### src/rtl/bytecode_fetch.sv
// Bytecode fetch stage: reads 1-3 byte Java bytecode instructions from a
// synchronous-read program memory, issues them to control, and steps the PC.
module bytecode_fetch #(
  parameter int         ADDR_W   = 16,
  parameter logic [7:0] NOP_CODE = 8'h00
) (
  input  logic              clk,
  input  logic              rst,
  input  logic              start,
  input  logic [ADDR_W-1:0] code_len,
  output logic [ADDR_W-1:0] mem_addr,
  input  logic [7:0]        mem_rdata,
  output logic [7:0]        op_code,
  output logic [7:0]        arg1,
  output logic [7:0]        arg2,
  input  logic [15:0]       offset,
  input  logic              op_done,
  output logic [ADDR_W-1:0] pc,
  output logic              busy,
  output logic              halted
);

  typedef enum logic [2:0] {
    S_IDLE,
    S_F_OP,
    S_F_A1,
    S_F_A2,
    S_ISSUE
  } state_t;

  state_t            r_state;
  state_t            w_state_nxt;
  logic [ADDR_W-1:0] r_pc;
  logic [ADDR_W-1:0] r_code_len;
  logic [7:0]        r_op;
  logic [7:0]        r_a1;
  logic [7:0]        r_a2;
  logic [1:0]        r_len;
  logic              r_a2_phase;
  logic              r_busy;
  logic              r_halted;

  logic [1:0]        w_len_dec;
  logic [ADDR_W-1:0] w_off_ext;
  logic [ADDR_W-1:0] w_next_pc;
  logic              w_halt;

  function automatic logic [1:0] op_len(input logic [7:0] op);
    logic [1:0] len;
    len = 2'd1;
    case (op)
      8'h10, 8'h12, 8'h15, 8'h36, 8'hBC: len = 2'd2;
      8'h11, 8'h84, 8'hB8:               len = 2'd3;
      default: begin
        if (op >= 8'h99 && op <= 8'hA7) len = 2'd3;
      end
    endcase
    return len;
  endfunction

  assign w_len_dec = op_len(mem_rdata);
  // Branch offsets are relative to the opcode byte; a zero offset means fall-through.
  assign w_off_ext = ADDR_W'($signed(offset));
  assign w_next_pc = (offset != 16'd0) ? (r_pc + w_off_ext) : (r_pc + ADDR_W'(r_len));
  assign w_halt    = (w_next_pc >= r_code_len);

  always_ff @(posedge clk) begin
    if (rst) r_state <= S_IDLE;
    else     r_state <= w_state_nxt;
  end

  always_comb begin
    w_state_nxt = r_state;
    case (r_state)
      S_IDLE:  if (start && code_len != '0) w_state_nxt = S_F_OP;
      S_F_OP:  w_state_nxt = S_F_A1;
      S_F_A1:  w_state_nxt = (w_len_dec == 2'd1) ? S_ISSUE : S_F_A2;
      S_F_A2:  if (r_len == 2'd2 || r_a2_phase) w_state_nxt = S_ISSUE;
      S_ISSUE: if (op_done) w_state_nxt = w_halt ? S_IDLE : S_F_OP;
      default: w_state_nxt = S_IDLE;
    endcase
  end

  always_ff @(posedge clk) begin
    if (rst) begin
      r_pc       <= '0;
      r_code_len <= '0;
      r_op       <= NOP_CODE;
      r_a1       <= 8'h00;
      r_a2       <= 8'h00;
      r_len      <= 2'd1;
      r_a2_phase <= 1'b0;
      r_busy     <= 1'b0;
      r_halted   <= 1'b0;
    end else begin
      case (r_state)
        S_IDLE: begin
          if (start) begin
            r_code_len <= code_len;
            r_pc       <= '0;
            r_halted   <= (code_len == '0);
            r_busy     <= (code_len != '0);
          end
        end
        S_F_A1: begin
          r_op       <= mem_rdata;
          r_len      <= w_len_dec;
          r_a1       <= 8'h00;
          r_a2       <= 8'h00;
          r_a2_phase <= 1'b0;
        end
        S_F_A2: begin
          if (!r_a2_phase) begin
            r_a1       <= mem_rdata;
            r_a2_phase <= (r_len == 2'd3);
          end else begin
            r_a2       <= mem_rdata;
            r_a2_phase <= 1'b0;
          end
        end
        S_ISSUE: begin
          if (op_done) begin
            if (w_halt) begin
              r_halted <= 1'b1;
              r_busy   <= 1'b0;
            end else begin
              r_pc <= w_next_pc;
            end
          end
        end
        default: ;
      endcase
    end
  end

  // Operand addresses are presented one cycle ahead of the cycle that latches them.
  always_comb begin
    mem_addr = r_pc;
    case (r_state)
      S_F_A1:  mem_addr = r_pc + ADDR_W'(1);
      S_F_A2:  mem_addr = r_pc + ADDR_W'(2);
      default: mem_addr = r_pc;
    endcase
  end

  assign op_code = (r_state == S_ISSUE) ? r_op : NOP_CODE;
  assign arg1    = (r_state == S_ISSUE) ? r_a1 : 8'h00;
  assign arg2    = (r_state == S_ISSUE) ? r_a2 : 8'h00;
  assign pc      = r_pc;
  assign busy    = r_busy;
  assign halted  = r_halted;

endmodule

### config.mk
export PLATFORM = sky130hd
export DESIGN_NAME = bytecode_fetch
export DESIGN_NICKNAME = d
export VERILOG_FILES = /design/src/rtl/bytecode_fetch.sv
export SDC_FILE = /design/constraint.sdc
export NUM_CORES = 1
export LEC_CHECK = 0
export ABC_AREA = 1
export CAP_MARGIN = 5
export CORE_ASPECT_RATIO = 0.8
export CORE_MARGIN = 2
export CORE_UTILIZATION = 53
export DETAILED_ROUTE_END_ITERATION = 8
export PLACE_DENSITY = 0.82
export SYNTH_ARGS = -nofsm -noshare
export SYNTH_HDL_FRONTEND = slang
export SYNTH_SLANG_ARGS = --single-unit
### constraint.sdc
create_clock -name clk -period 4.9 [get_ports clk]
set_input_delay 0.735 -clock clk [delete_from_list [all_inputs] [get_ports clk]]
set_output_delay 0.735 -clock clk [all_outputs]
set_load 0.01 [all_outputs]
# == Word-level counts from Yosys, hierarchy flattened ==
# Cells that the tools add are included.
# word_totals
output_inout_bits,58
reg_bits,64
input_bits,44
wordCells,88
# op_classes
reduce_logical,17
n_addsub,4
magnitude_cmp,3
mux,31
n_eq_ne,23
# ops
cell,n
16-bit 2-to-1 mux,4
16-bit case mux with 2 select lines,2
8-bit 2-to-1 mux,5
8-bit by 5-bit equality test with 1-bit output (second input constant),4
8-bit case mux with 2 select lines,2
16-bit nonzero test,2
8-bit equality test (second input constant),3
16-bit by 1-bit adder with 16-bit output (second input constant),1
16-bit adder,1
16-bit by 2-bit adder with 16-bit output,1
16-bit by 2-bit adder with 16-bit output (second input constant),1
16-bit greater-or-equal comparator,1
16-bit logical NOT,1
2-bit != test (second input constant),8
3-bit case mux with 5 select lines,1
3-bit 2-to-1 mux,4
8-bit by 6-bit equality test with 1-bit output (second input constant),1
8-bit greater-or-equal comparator (second input constant),1
8-bit less-or-equal comparator (second input constant),1
1-bit 2-to-1 mux,8
4-bit AND reduction,2
3-bit by 2-bit equality test with 1-bit output (second input constant),2
1-bit case mux with 2 select lines,3
2-bit AND reduction,3
13 further kinds,16

# == Logic depth before layout (Yosys ltp) ==
# Gate-level depths: netlist (run 1).
# depth
ltp_word,7
ltp_mapped,28
ltp_nobuf,27

# == Worst setup path before layout (run 1) ==
# No wires, ideal clock.
# synth_timing
path_type,input-to-reg
from,input port offset[9]
to,register r_pc[0] (netlist: pc[0])
stages,28
setup_slack_ns,1.076
t_arrival_ns,3.686
setup_ns,0.138
n_path_buf,1
required_ns,4.762
path_cell_list,nor4_1 nand4_1 o21bai_1 ha_1 inv_1 fa_1 inv_1 nand3_1 nand3_1 nand2_1 nand2_1 nand2_1 nand2_1 nand2_1 nand2_1 inv_1 ha_1 nand2_1 inv_1 o21ai_0 nand3_2 nor2_2 nand2_4 nand2_4 nand2_4 buf_6 nand2_1 a21oi_2
# synth_via
elab_chain_cells,5
elab_cells_between_ends,9
cone_classes,1 x add/sub; 1 x order compare; 1 x eq/ne; 4 x mux; 2 x reduce/logical
# synth_lines
element,line,source
from (decl),16,"input logic [15:0] offset,"
16-bit adder or 16-bit nonzero test (tied branches),64,assign w_next_pc = (offset != 16'd0) ? (r_pc + w_off_ext) : (r_pc + ADDR_W'(r_len));
16-bit 2-to-1 mux *,64,
16-bit greater-or-equal comparator or 16-bit 2-to-1 mux (tied branches),"65, 123",
2-bit != test (no source line) or 16-bit 2-to-1 mux (tied branches),-,
4-bit AND reduction (no source line) or 16-bit case mux with 2 select lines (tied branches),-,
to (signal assigned),127,r_pc <= w_next_pc;
to (decl),33,logic [ADDR_W-1:0] r_pc;
# Every way passes the cells marked *; elsewhere a longest branch is shown, timed or not. The select of a mux whose other input is x is not followed.
# A chain may end at the register's enable or synchronous reset.

# == Final worst setup path (run 1) ==
# layout_timing
from,input port offset[1]
to,register r_pc[0] (netlist: pc[0])
# The elaborated chain is that of the path after synthesis.

==> out/metrics.yaml, run 1 <==
status: "finished, final reports clean"
yosys.area_share.simple_pct: 32.6
yosys_warnings: 0
first_iter_violations: 403
critPathTopFamily: "simple AND/OR/NAND/NOR gates"
seq_area_mm2: 0.00128
routed_via_density: 5.43
finalCriticalPeriod_ns: 4.48
path_class: "in -> reg"
leakage_nw: 2.85
critPathSlowestCell: "clkdlybuf4s50_1"
numCtsBuffers: 9
numPortBuffers: 101
path_buf_inv: 7
synth.area.mux_share_pct: 0
grt_pass1_vias: 5119
synth_top_family_by_area: "simple AND/OR/NAND/NOR gates"
drc_errors: 0
grt_antenna_before_repair: 0
ys_dominant_reg_cell: "dfxtp_1"
syn_area_mm2: 0.00509
grt.overflow.total: 0
rows: 31
mostFrequentLayoutCells: "nand2_1, inv_1, clkdlybuf4s50_1"
cts.path.max_buffers: 2
yosysSeqAreaShare_pct: 25.2
layout_setup_ws_ns: 0.417
p_sw_share_pct: 38.8
drt_wl_total_um: 15500
power.net_switching_mw: 0.911
worst_slew_pin_slew_ns: 0.958
syn2layout_area_growth_pct: 28.0
postCtsSetupRepairBufs: 0
cts_tree: "built"
dp_hpwl_um: 11900
grt_max_degree: 41
syn-instance-count: 808
h-tree-depth: 3
routedWlPerCell_um: 15.3
grt_usage_pct: 30.5
synth_xor_area_share_pct: 2.93
cp_common_cell: "nand2_1"
path_max_fanout: 7
firstDrtPassIters: 5
synth.distinct_cells: 51
io_pins: 102
ir_drop_v: 0.000241
fin_crit_sh_pct: 91.5
nets: 968
synth.avg_cell_area_um2: 6.29
layout_commonest_cell: "nand2_1"
via_count: 5489
clock_latency_ns: 0.34
power_density_mw_per_mm2: 361
fill_cells: 799
place_inst: 993
die_w_um: 114
slew_headroom_pct: 35.9
async_reset_ff_share_pct: 0
cts_sinks: 64
ys_ff_latch: 64
required_ns: 5.17
synth_compound_area_share_pct: 15.9
multi_input_area_mm2: 0.00308
gp_congestion: 0.981
crit_path_end_kind: "flop"
start_kind: "input pin"
max_stage_delay_ns: 0.47
core_area_mm2: 0.00919
p_clk_share_pct: 32.6
clock_skew_ns: 0.0109
antenna_left: 0
clk_pin_slew_worst_paths_ns: 0.06
drive_gt1_share_pct: 8.16
syn-num-nets: 886
slew_viol_final: 0
rsz0062_at_grt: "false"
cap_viol_max_count: 0
fmax_mhz: 223
place_ws_ns: -0.0120
final_hold_viol_count: 0
antennaDiodeCount: 0
p_int_mw: 1.44
die-height_um: 91.6
setup_viol: 0
crit_arrival_ns: 4.75
initial_core_util_pct: 55.3
die_area_mm2: 0.0104
synthAdderAreaFrac_pct: 8.51
synth-edff-count: 0
hold_path.class: "reg -> reg"
p_seq_share_pct: 28.3
final_cell_count_no_fill: 1010
pwr-share-comb_pct: 39.1
grt_pass1_wl_um: 25400
cts_root_buf: "clkbuf_16"
area by class of cell:
cell class	count	share of cell area [%]
sequential	64	19.7
timing repair buffer	107	16.5
clock inverter	7	1.92
inverter	154	8.95
clock buffer	9	3.46
tap	115	2.21
multi-input combinational	554	47.3
power by group through the flow:
stage,registers [mW],clock network (mW),logic (mW)
6_report,0.664,0.765,0.919
5_1_grt,0.673,0.792,1.02
4_1_cts,0.663,0.769,0.897
3_5_place_dp,0.673,0,0.889
3_3_place_gp,0.669,0,0.858
2_1_floorplan,0.661,0,0.684
path summary, 6_finish.rpt:
kind,from,to,slack [ns],cells past startpoint
worst max-delay path,offset[1],pc[0]$_SDFFE_PP0P_,0.42,29
worst min-delay path,busy$_SDFFE_PP0P_,busy$_SDFFE_PP0P_,0.45,2
worst max register to register,pc[0]$_SDFFE_PP0P_,pc[0]$_SDFFE_PP0P_,1.40,24
worst min register to register,busy$_SDFFE_PP0P_,busy$_SDFFE_PP0P_,0.45,2
cells in the mapped netlist (2+ instances only):
cell type	n	area (um^2)
nand2_1	179	672
inv_1	146	548
nor2_1	95	357
dfxtp_1	64	1280
a21oi_1	62	310
nand3_1	40	200
o21ai_0	36	180
ha_1	33	413
clkbuf_1	25	93.8
a21oi_2	11	96.3
xor2_1	11	96.3
nand3_2	10	100
o22ai_1	10	62.6
nand4_1	9	56.3
buf_2	6	30.0
xnor2_1	6	52.6
inv_2	5	18.8
nand2_4	5	56.3
nor3_1	5	25.0
nor4_1	4	25.0
a22oi_1	3	22.5
and2_1	3	18.8
nand3b_1	3	22.5
nor2_4	3	33.8
o211ai_1	3	22.5
a31oi_1	2	12.5
inv_4	2	12.5
nand2_2	2	12.5
nor2_2	2	12.5
nor3_2	2	20.0
state kept, by name (all words and copies together) (netlist names):
signal and count:
pc 16, r_code_len 16, r_a1 8, r_a2 8
r_op 8, r_state 3, r_len 2, busy 1
halted 1, r_a2_phase 1
metrics by stage:
stage / setup TNS [ns] / hold WS (ns) / total power [mW] / utilization, % / area [um^2]
after global routing: 0 / 0.478 / 2.48 / 70.8 / 6510
after CTS: 0 / 0.455 / 2.33 / 70.2 / 6460
after detailed placement: -0.0190 / 0.445 / 1.56 / 66.4 / 6110
after global placement: 0 / 0.435 / 1.53 / 66.4 / 6110
final: 0 / 0.453 / 2.35 / 70.8 / 6510
after floorplan: 0 / 0.429 / 1.35 / - / 5090
kinds of logic (layout without fill, tap and decap cells):
logic type,after synthesis,after routing
xor+xnor,17,17
flops,64,64
fa+ha+maj,34,34
buf+inv,190,277
simple gates,365,365
compound gates,138,138
repair_timing:
| action | 4_1_cts | 5_1_grt |
|---|---|---|
| setup endpoints to repair | 0 | 17 |
| hold endpoints to repair | 0 | 0 |
| resized for setup | 0 | 5 |
| hold buffers | 0 | 0 |
worst reg2reg max path, stage by stage, from the launching register on:
cell and delay [ns]:
dfxtp_1 0.62, ha_2 0.29, inv_1 0.05, fa_1 0.40, inv_1 0.09, nand3_1 0.08, nand3_2 0.11, nand2_1 0.06
nand2_1 0.09, nand2_1 0.07, nand2_1 0.06, nand2_1 0.05, nand2_1 0.08, inv_1 0.05, ha_1 0.26, nand2_1 0.06
inv_1 0.04, o21ai_0 0.09, nand3_2 0.10, nor2_2 0.16, nand2_4 0.10, nand2_4 0.12, buf_4 0.17, nand3_2 0.08
a21oi_2 0.14
routing by layer:
layer  GRT usage, %  part of all wire [%]
met3           5.75                   8.5
met1           44.3                    47
met2           46.3                    43
met4           8.13                   1.6
met5              0                     0
(Power assumes the default switching activity.)
==> run 2: changes to the inputs <==
==> config.mk (replaced) <==
export PLATFORM = sky130hd
export DESIGN_NAME = bytecode_fetch
export DESIGN_NICKNAME = d
export VERILOG_FILES = /design/src/rtl/bytecode_fetch.sv
export SDC_FILE = /design/constraint.sdc
export NUM_CORES = 1
export LEC_CHECK = 0
export CAP_MARGIN = 25
export CORE_ASPECT_RATIO = 0.8
export CORE_MARGIN = 2
export CORE_UTILIZATION = 51
export DETAILED_ROUTE_END_ITERATION = 8
export PLACE_DENSITY = 0.81
export SYNTH_ARGS = -nofsm -noshare
export SYNTH_HDL_FRONTEND = slang
export SYNTH_SLANG_ARGS = --single-unit
==> out/metrics.yaml, run 2 <==
status: "finished, final reports clean"
antenna_left: 0  # unchanged
synth_most_common_cell: "nand2_1"
numPortBuffers: 101  # unchanged
firstDrtPassIters: 6  # +1
gp_congestion: 0.979  # -0.20%
numCtsBuffers: 9  # unchanged
finalCriticalPeriod_ns: 4.80  # +0.322 ns
final_area_mm2: 0.00602  # -7.6%
mostFrequentLayoutCells: "clkdlybuf4s50_1, nand2_1, a21oi_1, dfxtp_1, inv_1"
final_hold_viol_count: 0  # unchanged
synth.distinct_cells: 67  # +31%
core_area_mm2: 0.00856  # -6.9%
cts_tree: "built"
antennaDiodeCount: 0  # unchanged
syn-num-nets: 677  # -24%
fmax_mhz: 208  # -6.7%
clock_latency_ns: 0.36  # +0.02 ns
ys_top_cells_by_count: "nand2_1, a21oi_1, dfxtp_1"
clock_skew_ns: 0.0167  # +0.00577 ns
fin_crit_sh_pct: 98.1  # +6.6 points
die_w_um: 109  # -3.7%
synth.avg_cell_area_um2: 7.56  # +20%
drc_errors: 0  # unchanged
yosysSeqAreaShare_pct: 28.3  # +3.1 points
die-height_um: 88.3  # -3.7%
drive_gt1_share_pct: 10.8  # +2.6 points
crit_path_end_kind: "flop"
fin_hold_ws_ns: 0.451  # -0.00172 ns
die_area_mm2: 0.00965  # -7.2%
placed_area_mm2: 0.00570  # -6.7%
syn2layout_area_growth_pct: 32.9
ys_dominant_reg_cell: "dfxtp_1"
nets: 780  # -19%
required_ns: 5.16  # about the same
h-tree-depth: 3  # unchanged
async_reset_ff_share_pct: 0  # unchanged
slew_headroom_pct: 33.0  # -2.9 points
syn_area_mm2: 0.00453  # -11%
worst_slew_pin_slew_ns: 1.00  # +0.0438 ns
routedWlPerCell_um: 17.2  # +13%
final_util_pct: 70.3  # -0.54 points
layout_commonest_cell: "clkdlybuf4s50_1"
initial_core_util_pct: 52.9  # -2.4 points
leakage_nw: 2.31  # -19%
total_power_mw: 1.41  # -40%
grt_max_degree: 45  # +9.8%
synth-edff-count: 0  # unchanged
yosys.area.top_type: "dfxtp_1"
crit_arrival_ns: 5.07  # +0.32 ns
start_kind: "input pin"
final_cell_count_no_fill: 818  # -19%
syn-instance-count: 599  # -26%
cts.path.max_buffers: 2  # unchanged
synth_area_leaders: "dfxtp_1, ha_1, a21oi_1, nand2_1, xnor2_1"
cap_viol_max_count: 0  # unchanged
routed_via_density: 6.00  # +10%
place_ws_ns: -0.556  # -0.544 ns
grt.overflow.total: 0  # unchanged
setup_viol: 0  # unchanged
place_inst: 796  # -20%
first_iter_violations: 518  # +29%
cts_sinks: 64  # unchanged
yosysTopAreaCellShare_pct: 28.3  # +3.1 points
fill_cells: 714  # -11%
rows: 30  # -3.2%
cts_root_buf: "clkbuf_8"
power_density_mw_per_mm2: 234  # -35%
io_pins: 102  # unchanged
ir_drop_v: 0.000125  # -48%
path_max_fanout: 6  # -1
fin_setup_tns_ns: 0  # unchanged
layout_setup_ws_ns: 0.0952  # -0.322 ns
slew_viol_final: 0  # unchanged
grt_pass1_wl_um: 21400  # -16%
grt_pass1_vias: 4303  # -16%
clk_pin_slew_worst_paths_ns: 0.07  # about the same
hold_path.class: "reg -> reg"
via_count: 4908  # -11%
ys_ff_latch: 64  # unchanged
grt_usage_pct: 28.4  # -2.1 points
path_class: "in -> reg"
yosys_warnings: 0  # unchanged
grt_antenna_before_repair: 0  # unchanged
drt_wl_total_um: 14100  # -8.9%
dp_hpwl_um: 10400  # -13%
[run 2: cell count changes after synthesis, moves of 10 or more]
cell      before  now
clkbuf_1      25   35
nand3_2       10    0
nand4_1        9   19
o21ai_0       36   24
and2_1         3   21
xnor2_1        6   21
a21oi_2       11    0
inv_1        146   36
a22oi_1        3   15
nand2_1      179   75
nor2_1        95   36
[run 2: layout make-up]
type | instances | area (um^2) | share of cell area (%)
Multi-Input combinational cell | 454 | 2990 | 49.6
Sequential cell | 64 | 1280 | 21.3
Tap cell | 112 | 140 | 2.33
Timing Repair Buffer | 137 | 1290 | 21.4
Clock buffer | 9 | 124 | 2.06
Inverter | 36 | 135 | 2.25
Clock inverter | 6 | 61.3 | 1.02
[run 2: kinds of logic after synthesis]
logic type | after synthesis | share of synthesized area, %
xor gates and xnor gates | 25 | 4.84
and+or+nand+nor | 238 | 26.9
adders and majority gates | 34 | 9.57
buffers and inverters | 81 | 7.19
muxes | 1 | 0.249
AOI/OAI and AO/OA | 156 | 22.9
DFF | 64 | 28.3
[run 2: metal layers]
metal	global-route usage [%]	wire length [um]	share of wire, %	vias to the layer above
li1	-	-	-	2323
met3	4.86	1200	8.5	27
met5	0	0	0	-
met2	41.4	6100	43	258
met1	43.2	6540	46	2300
met4	7.02	246	1.7	0
[run 2: path summary, 6_finish.rpt]
kind                                              to  slack [ns]  cells after the start                 start
worst max-delay path              pc[6]$_SDFFE_PP0P_         0.1                     20             offset[1]
worst min-delay path            r_op[5]$_SDFFE_PP0P_        0.45                      2  r_op[5]$_SDFFE_PP0P_
worst min register to register  r_op[5]$_SDFFE_PP0P_        0.45                      2  r_op[5]$_SDFFE_PP0P_
worst max register to register    pc[6]$_SDFFE_PP0P_        0.99                     14    pc[5]$_SDFFE_PP0P_
[run 2: worst max-delay path, stage by stage]
cell and delay, ns:
clkdlybuf4s50_1 0.42, nor4_1 0.36, and4_1 0.26, a21o_1 0.12
ha_1 0.16, inv_1 0.06, fa_1 0.38, nand2b_4 0.17
a21oi_4 0.18, o21a_2 0.20, a221oi_1 0.10, and2_1 0.20
ha_1 0.23, a211oi_2 0.27, o211ai_2 0.15, a211oi_2 0.30
a21boi_4 0.29, buf_6 0.15, nand4_1 0.11, a21oi_1 0.22
[run 2: what timing repair did]
item,CTS,global route
cloned,0,1
setup buffers,1,5
gates resized for setup,3,16
hold buffers,0,0
setup endpoints to repair,18,19
pin swaps,2,11
[run 2: where the power goes]
group	internal, mW	total, mW	switching, mW
Sequential	0.554	0.589	0.0349
Clock	0.230	0.447	0.217
Combinational	0.150	0.374	0.224
Total	0.934	1.41	0.476
